`src/rtl/elevator_pkg.sv`:
```
// Shared types and helpers for the elevator scheduler.
// Provides the FSM state codes and an index-width helper.
package elevator_pkg;

  typedef enum logic [1:0] {
    ST_IDLE = 2'b00,
    ST_MOVE = 2'b01,
    ST_DOOR = 2'b10
  } state_e;

  // Index width for n items, never narrower than one bit.
  function automatic int idx_w(input int n);
    return (n > 1) ? $clog2(n) : 1;
  endfunction

endpackage

```
`src/rtl/floor_request_scan.sv`:
```
// Combinational scan of pending requests relative to a floor.
// In: pending, cur_floor. Out: above, below, here, nearest_up, nearest_dn.
module floor_request_scan
  import elevator_pkg::*;
#(
  parameter int FLOORS  = 3,
  parameter int FLOOR_W = idx_w(FLOORS)
) (
  input  logic [FLOORS-1:0]  pending,
  input  logic [FLOOR_W-1:0] cur_floor,
  output logic               above,
  output logic               below,
  output logic               here,
  output logic [FLOOR_W-1:0] nearest_up,
  output logic [FLOOR_W-1:0] nearest_dn
);

  always_comb begin
    above      = 1'b0;
    below      = 1'b0;
    here       = 1'b0;
    nearest_up = cur_floor;
    nearest_dn = cur_floor;
    // Walking downward leaves the lowest floor above cur_floor.
    for (int i = FLOORS - 1; i >= 0; i--) begin
      if (pending[i] && FLOOR_W'(i) > cur_floor) begin
        above      = 1'b1;
        nearest_up = FLOOR_W'(i);
      end
    end
    // Walking upward leaves the highest floor below cur_floor.
    for (int i = 0; i < FLOORS; i++) begin
      if (pending[i] && FLOOR_W'(i) < cur_floor) begin
        below      = 1'b1;
        nearest_dn = FLOOR_W'(i);
      end
      if (pending[i] && FLOOR_W'(i) == cur_floor)
        here = 1'b1;
    end
  end

endmodule

```
`src/rtl/elevator_scheduler.sv`:
```
// SCAN-order elevator controller: request latch, travel/door timers, FSM.
// In: clk, reset, call, full. Out: cur_floor, target, dir_up, moving, door_open, pending.
module elevator_scheduler
  import elevator_pkg::*;
#(
  parameter int FLOORS       = 3,
  parameter int FLOOR_W      = idx_w(FLOORS),
  parameter int TRAVEL_TICKS = 2,
  parameter int DOOR_TICKS   = 3
) (
  input  logic               clk,
  input  logic               reset,
  input  logic [FLOORS-1:0]  call,
  input  logic               full,
  output logic [FLOOR_W-1:0] cur_floor,
  output logic [FLOOR_W-1:0] target,
  output logic               dir_up,
  output logic               moving,
  output logic               door_open,
  output logic [FLOORS-1:0]  pending
);

  localparam int TW = idx_w(TRAVEL_TICKS);
  localparam int DW = idx_w(DOOR_TICKS);
  localparam logic [TW-1:0] T_LAST = TW'(TRAVEL_TICKS - 1);
  localparam logic [DW-1:0] D_LAST = DW'(DOOR_TICKS - 1);
  localparam logic [FLOOR_W-1:0] F_TOP = FLOOR_W'(FLOORS - 1);

  state_e             state_q, state_d;
  logic [FLOOR_W-1:0] cur_q, cur_d;
  logic               dir_q, dir_d;
  logic [TW-1:0]      tcnt_q, tcnt_d;
  logic [DW-1:0]      dcnt_q, dcnt_d;
  logic [FLOORS-1:0]  pend_q, pend_d;
  logic [FLOORS-1:0]  pend_all;
  logic [FLOOR_W-1:0] floor_nx;

  logic               above, below, here;
  logic [FLOOR_W-1:0] nup, ndn;
  logic               above_n, below_n, here_n;
  logic [FLOOR_W-1:0] nup_n, ndn_n;
  logic               unused_nx;

  assign pend_all = pend_q | call;
  assign floor_nx = dir_q ? cur_q + 1'b1 : cur_q - 1'b1;

  floor_request_scan #(.FLOORS(FLOORS), .FLOOR_W(FLOOR_W)) u_scan (
    .pending    (pend_q),
    .cur_floor  (cur_q),
    .above      (above),
    .below      (below),
    .here       (here),
    .nearest_up (nup),
    .nearest_dn (ndn)
  );

  // Arrival view: next floor against requests including this edge's calls.
  floor_request_scan #(.FLOORS(FLOORS), .FLOOR_W(FLOOR_W)) u_scan_nx (
    .pending    (pend_all),
    .cur_floor  (floor_nx),
    .above      (above_n),
    .below      (below_n),
    .here       (here_n),
    .nearest_up (nup_n),
    .nearest_dn (ndn_n)
  );

  assign unused_nx = ^{nup_n, ndn_n};

  always_comb begin
    state_d = state_q;
    cur_d   = cur_q;
    dir_d   = dir_q;
    tcnt_d  = tcnt_q;
    dcnt_d  = dcnt_q;
    case (state_q)
      ST_IDLE: begin
        tcnt_d = '0;
        dcnt_d = '0;
        if (here) begin
          state_d = ST_DOOR;
        end else if (full) begin
          state_d = ST_IDLE;
        end else if (above && (dir_q || !below)) begin
          state_d = ST_MOVE;
          dir_d   = 1'b1;
        end else if (below) begin
          state_d = ST_MOVE;
          dir_d   = 1'b0;
        end
      end
      ST_MOVE: begin
        if (tcnt_q == T_LAST) begin
          tcnt_d = '0;
          dcnt_d = '0;
          cur_d  = floor_nx;
          if (here_n)
            state_d = ST_DOOR;
          else if (dir_q ? above_n : below_n)
            state_d = ST_MOVE;
          else
            state_d = ST_IDLE;
        end else begin
          tcnt_d = tcnt_q + 1'b1;
        end
      end
      ST_DOOR: begin
        // Counter saturates at the end while full holds the door.
        if (dcnt_q == D_LAST) begin
          if (!full) begin
            state_d = ST_IDLE;
            dcnt_d  = '0;
          end
        end else begin
          dcnt_d = dcnt_q + 1'b1;
        end
      end
      default: begin
        state_d = ST_IDLE;
        tcnt_d  = '0;
        dcnt_d  = '0;
      end
    endcase
  end

  // A call at the floor being served is absorbed, not latched.
  always_comb begin
    pend_d = pend_all;
    if (state_d == ST_DOOR) begin
      for (int i = 0; i < FLOORS; i++) begin
        if (FLOOR_W'(i) == cur_d)
          pend_d[i] = 1'b0;
      end
    end
  end

  always_ff @(posedge clk or posedge reset) begin
    if (reset) begin
      state_q <= ST_IDLE;
      cur_q   <= '0;
      dir_q   <= 1'b1;
      tcnt_q  <= '0;
      dcnt_q  <= '0;
      pend_q  <= '0;
    end else begin
      state_q <= state_d;
      cur_q   <= cur_d;
      dir_q   <= dir_d;
      tcnt_q  <= tcnt_d;
      dcnt_q  <= dcnt_d;
      pend_q  <= pend_d;
    end
  end

  always_comb begin
    if (dir_q)
      target = above ? nup : (below ? ndn : cur_q);
    else
      target = below ? ndn : (above ? nup : cur_q);
  end

  assign cur_floor = cur_q;
  assign dir_up    = dir_q;
  assign moving    = (state_q == ST_MOVE);
  assign door_open = (state_q == ST_DOOR);
  assign pending   = pend_q;

  // SCAN only keeps moving toward an outstanding request, so no step leaves the shaft.
  a_in_shaft: assert property (
    @(posedge clk) disable iff (reset)
    (state_q == ST_MOVE && tcnt_q == T_LAST)
      |-> (dir_q ? (cur_q != F_TOP) : (cur_q != '0))
  );

endmodule

```
`config.mk`:
```
export PLATFORM = sky130hd
export DESIGN_NAME = elevator_scheduler
export DESIGN_NICKNAME = d
export VERILOG_FILES = /design/src/rtl/elevator_pkg.sv /design/src/rtl/floor_request_scan.sv /design/src/rtl/elevator_scheduler.sv
export SDC_FILE = /design/constraint.sdc
export NUM_CORES = 1
export LEC_CHECK = 0
export CAP_MARGIN = 0
export CORE_MARGIN = 5
export CORE_UTILIZATION = 25
export DETAILED_ROUTE_END_ITERATION = 8
export PLACE_DENSITY = 0.41
export SLEW_MARGIN = 25
export SYNTH_ARGS = -nofsm -noshare
export SYNTH_HDL_FRONTEND = slang
export SYNTH_SLANG_ARGS = --single-unit
```
`constraint.sdc`:
```
create_clock -name clk -period 2.8 [get_ports clk]
set_input_delay 0.56 -clock clk [delete_from_list [all_inputs] [get_ports clk]]
set_output_delay 0.56 -clock clk [all_outputs]
set_load 0.01 [all_outputs]
```
# [Yosys cells after proc, flatten, opt, wreduce, memory -nomap -nowiden]
# Cells that the tools add are included.
[totals] wordCells=120 latchBits=0 input_bits=6 ff_bits=11 memories=0 romBits=0 output_inout_bits=10 mem_bits_rw=0
[classes] order_cmp=12 eq_ne=12 n_addsub=4 n_reduce_logical=28 muxes=55 bitwise_logic=3 multipliers=0 shifts=0 div_mod_pow=0
[ops] operator="$mux 2" count=25
[ops] operator="$mux 1" count=26
[ops] operator="$logic_and 1x1->1" count=19
[ops] operator="$gt 1x2->1 const A" count=4
[ops] operator="$logic_not 2->1" count=4
[ops] operator="$lt 1x2->1 const A" count=4
[ops] operator="$eq 1x2->1 const A" count=3
[ops] operator="$eq 2x2->1 const A" count=3
[ops] operator="$eq 2x2->1 const B" count=3
[ops] operator="$pmux 2 s3" count=1
[ops] operator="$add 2x1->2 const B" count=2
[ops] operator="$gt 2x2->1 const A" count=2
[ops] operator="$lt 2x2->1 const A" count=2
[ops] operator="$pmux 2 s2" count=1
[ops] operator="$reduce_and 4->1" count=1
[ops] operator="$mux 3" count=1
[ops] operator="$ne 3x3->1 const B" count=1
[ops] operator="$or 3x3->3" count=1
[ops] operator="$eq 2x1->1 const B" count=1
[ops] operator="$ne 2x1->1 const B" count=1
[ops] operator="$not 1->1" count=2
[ops] operator="$pmux 1 s2" count=1
[ops] operator="$reduce_and 2->1" count=1
[ops] operator="$reduce_bool 2->1" count=1
[ops] operator="other kinds (4)" count=4

# [Logic depth before layout (Yosys ltp)]
# Gate-level depths: netlist of run 1.
[logic_depth] depth_word=14 depth_mapped=6

# [By module]
# From an unflattened synthesis of run 1, not the netlist that was laid out.
[unflattened] cells_unflattened=102 area_unflattened_um2=899.6
[by_module_without_submodules] module="elevator_scheduler" instances=1 seq_area_each_um2=276.5 cells_per_inst=68 area_each_um2=631.9
[by_module_without_submodules] module="floor_request_scan" instances=2 seq_area_each_um2=0.0 cells_per_inst=17 area_each_um2=133.9

# [Worst setup path after synthesis of run 1]
# OpenSTA, ideal clock, no wires.
[synth_timing] path_kind="reg2out" from="register cur_q[0], in the netlist cur_floor[0]" to="output port target[0]" slack_ns=0.495 path_stages_with_launch=6 t_arrival_ns=1.745 path_cell_list="dfrtp_1 -> inv_1 -> ha_1 -> or3b_2 -> a32oi_1 -> o22ai_1"
[synth_via] elab_chain_len=8 word_cells_on_any_way=29 cone_classes="6 x order compare; 17 x mux; 6 x reduce/logical"
[synth_rtl] element="start: declaration" line="elevator_scheduler.sv:30" source="logic [FLOOR_W-1:0] cur_q, cur_d;"
[synth_rtl] element="start signal: assignment" line="elevator_scheduler.sv:147" source="cur_q <= cur_d;"
[synth_rtl] element="$gt 2x2->1 or $lt 1x2->1 (tied branches)" line="floor_request_scan.sv:26, floor_request_scan.sv:33"
[synth_rtl] element="$logic_and 1x1->1 (on tied branches)" line="floor_request_scan.sv:26, floor_request_scan.sv:33"
[synth_rtl] element="$mux 2 (tied with other cells) (3 in series)" line="floor_request_scan.sv:26" source="if (pending[i] && FLOOR_W'(i) > cur_floor) begin"
[synth_rtl] element="$mux 2 (on tied branches) (2 in series)" line="elevator_scheduler.sv:159, elevator_scheduler.sv:157"
[synth_rtl] element="$mux 2 *" line="elevator_scheduler.sv:156" source="if (dir_q)"
[synth_rtl] element="end: declaration" line="elevator_scheduler.sv:16" source="output logic [FLOOR_W-1:0] target,"
# Mark *: on every way between the ends. The rest lies on a longest branch, timed or not.

# [Final worst setup path of run 1]
# Ends and elaborated chain as after synthesis.

==> results of run 1 <==
## power by group
part	internal, mW	total, mW	leakage (nW)	switching (mW)
logic	0.436	0.853	0.360	0.416
clock network	0.0529	0.111	0.0177	0.0579
registers	0.223	0.304	0.130	0.0810
total	0.712	1.27	0.508	0.555
## metrics by stage
step	utilization	std cells
6_report	0.352	154
5_1_grt	0.352	154
4_1_cts	0.348	154
3_5_place_dp	0.335	148
3_3_place_gp	0.335	148
2_1_floorplan	-	87
## synthesized netlist by cell type, types with 2 or more instances
cell / number
a21oi_1: 3
nor4_1: 2
dfrtp_1: 10
inv_1: 8
a21o_1: 2
o22ai_1: 4
o21ai_0: 3
nand2b_1: 2
a31oi_1: 3
nand2_1: 9
nand3b_1: 2
nor2_1: 5
ha_1: 5
## state kept, by name (all words and copies together), names as in the netlist
register   cells
tcnt_q         1
state_q        2
dir_up         1
dcnt_q         2
pending        3
cur_floor      2
## critical path, stage by stage (launching register included)
cell and delay (ps):
dfrtp_1 350, inv_1 80, ha_1 230, or3b_2 530, a32oi_2 220, o22ai_1 100
dlygate4sd2_1 290
## per-layer routing
layer,up-vias,global-route usage,share of wire
li1,372,-,-
met1,363,0.129,0.45
met2,10,0.190,0.50
met3,4,0.0388,0.030
met4,0,0.0278,0.019
met5,-,0,0
## how the worst min path moves through the flow
stage	endpoint	slack (ps)	depth (start not counted)
6_report	dcnt_q[0]	510	1
5_1_grt	dcnt_q[0]	540	1
4_1_cts	dcnt_q[0]	510	1
3_5_place_dp	dcnt_q[0]	500	1
3_3_place_gp	tcnt_q	500	1
2_1_floorplan	cur_floor[0]	410	1
## logic make-up after synthesis
logic type,Yosys count,share of synthesized area
and+or+nand+nor,31,0.215
AOI/OAI and AO/OA,27,0.255
DFF,11,0.340
buffers and inverters,9,0.0508
adders and majority gates,5,0.0769
xor gates and xnor gates,2,0.0308
muxes,2,0.0308
## area by class of cell
cell class	instances	share of cell area
Multi-Input combinational cell	67	0.465
Clock inverter	1	0.00462
Clock buffer	3	0.0208
Inverter	8	0.0277
Tap cell	44	0.0509
Sequential cell	11	0.257
Timing Repair Buffer	20	0.175
## timing repair
item / 4_1_cts / 5_1_grt
gates resized for setup: 2 / 2
buffers inserted: 2 / 0
hold endpoints to repair: 0 / 0
endpoints found under the setup margin: 2 / 2
==> flow_summary.ini, run 1 <==
[route]
num_vias = 749
first_iter_violations = 16
wirelength_um = 2160
wl_per_cell_um = 14.1
final_antenna_net_count = 0
drc_errors = 0
vias_per_cell = 4.86
dr.pass1.iters = 4

[sta]
worstMarginPinSlew_ps = 545
fmax_mhz = 380
period_share = 0.939
timing.setup.tns_ps = 0
skew_ps = 8.74
rsz0062_at_grt = false
finalSetupViolCount = 0
relSlewSlack = 0.633
final-hold-violation-count = 0
whs_ps = 509
final.setup.worst_slack_ps = 170
maxSlewViolCount = 0
min_period_ps = 2630

[placement]
dp_slack_ps = 187
dp_hpwl_um = 1750
gp_congestion = 0.796
numPortBuffers = 15
placed_area_um2 = 1030

[critical_path]
worst_ep_arrival_time_ps = 2070
worstSetupEndpoint = target[0]
reg2regPathDepth = 6
critPathCaptureType = output port
start_kind = flip-flop
path_class = flip-flop to output port
r2r-start = cur_floor[1]
critPathRequiredTime_ps = 2240
startpoint = cur_floor[0]
rrSetupSlack_ps = 720
reg2reg_to = state_q[0]
critPathMaxFanout = 5

[logic_synthesis]
syn_nets = 98
netlist_area_um2 = 813
yosys_register_bits = 11
synth_top_flop_cell = dfrtp_1
synth.avg_cell_area_um2 = 9.35
synthDistinctLibCells = 42
async_flop_share = 1.00
ys_warn_count = 0
synth_edf_count = 0
synthTopCellsByArea = dfrtp_1 (31%), ha_1 (7.7%), nand2_1 (4.2%), inv_1 (3.7%), dfstp_2 (3.2%)
synth_top_area_cell = dfrtp_1
syn_inst = 87
synth_top_area_frac = 0.308
seq_area_frac_synth = 0.340

[grt]
track_usage = 0.110
grt_pass1_vias = 758
grt_first_pass_wirelength_um = 3690
grt_max_degree = 12
overflow = 0
antenna_found_initial = 0

[final_layout]
drive_gt1_frac = 0.173
multi_input_area_um2 = 503
regArea_um2 = 278
nets = 122
final_cell_mix = clkdlybuf4s50_1 (13), nand2_1 (9), dfrtp_1 (9)
n_fill_cell = 320
area_delta_synth_final_pct = 33.1
num_antenna_cells = 0
layout_commonest_cell = clkdlybuf4s50_1
final_area_um2 = 1080

[power]
power_leakage_nw = 0.508
ir_worst_vdd_v = 0.000396
power_mw = 1.27
p_per_area_nw_per_um2 = 1170

[hold_path]
hold_class = flip-flop to flip-flop
hold_start = dcnt_q[1]

[cts]
holdBufCountCts = 0
cts_tree = built
cts.sinks = 11
clk_pin_slew_ps = 80
htreeDepth = 1
cts-buffers-inserted = 3
clk_path_buf_depth = 2
clock_latency_ps = 270
clockRootBuffer = clkbuf_4

[status]
status = completed

[floorplan]
dieArea_um2 = 4490
die_x_um = 67.0
coreArea_um2 = 3080
die_h_um = 67.0
rows = 20
start_util = 0.264
io_pins = 16

[run]
timing.max_cap.violations = 0
No activity file was read; power rests on OpenSTA's default activity.
==> run 2, diff against run 1 <==
--- a/config.mk
+++ b/config.mk
@@ -9,6 +9,7 @@
 export CORE_MARGIN = 5
 export CORE_UTILIZATION = 25
 export DETAILED_ROUTE_END_ITERATION = 8
+export HOLD_SLACK_MARGIN = 0.1
 export PLACE_DENSITY = 0.41
 export SLEW_MARGIN = 25
 export SYNTH_ARGS = -nofsm -noshare
==> results of run 2 <==
Final layout, timing and power as in run 1 (identical DEF).
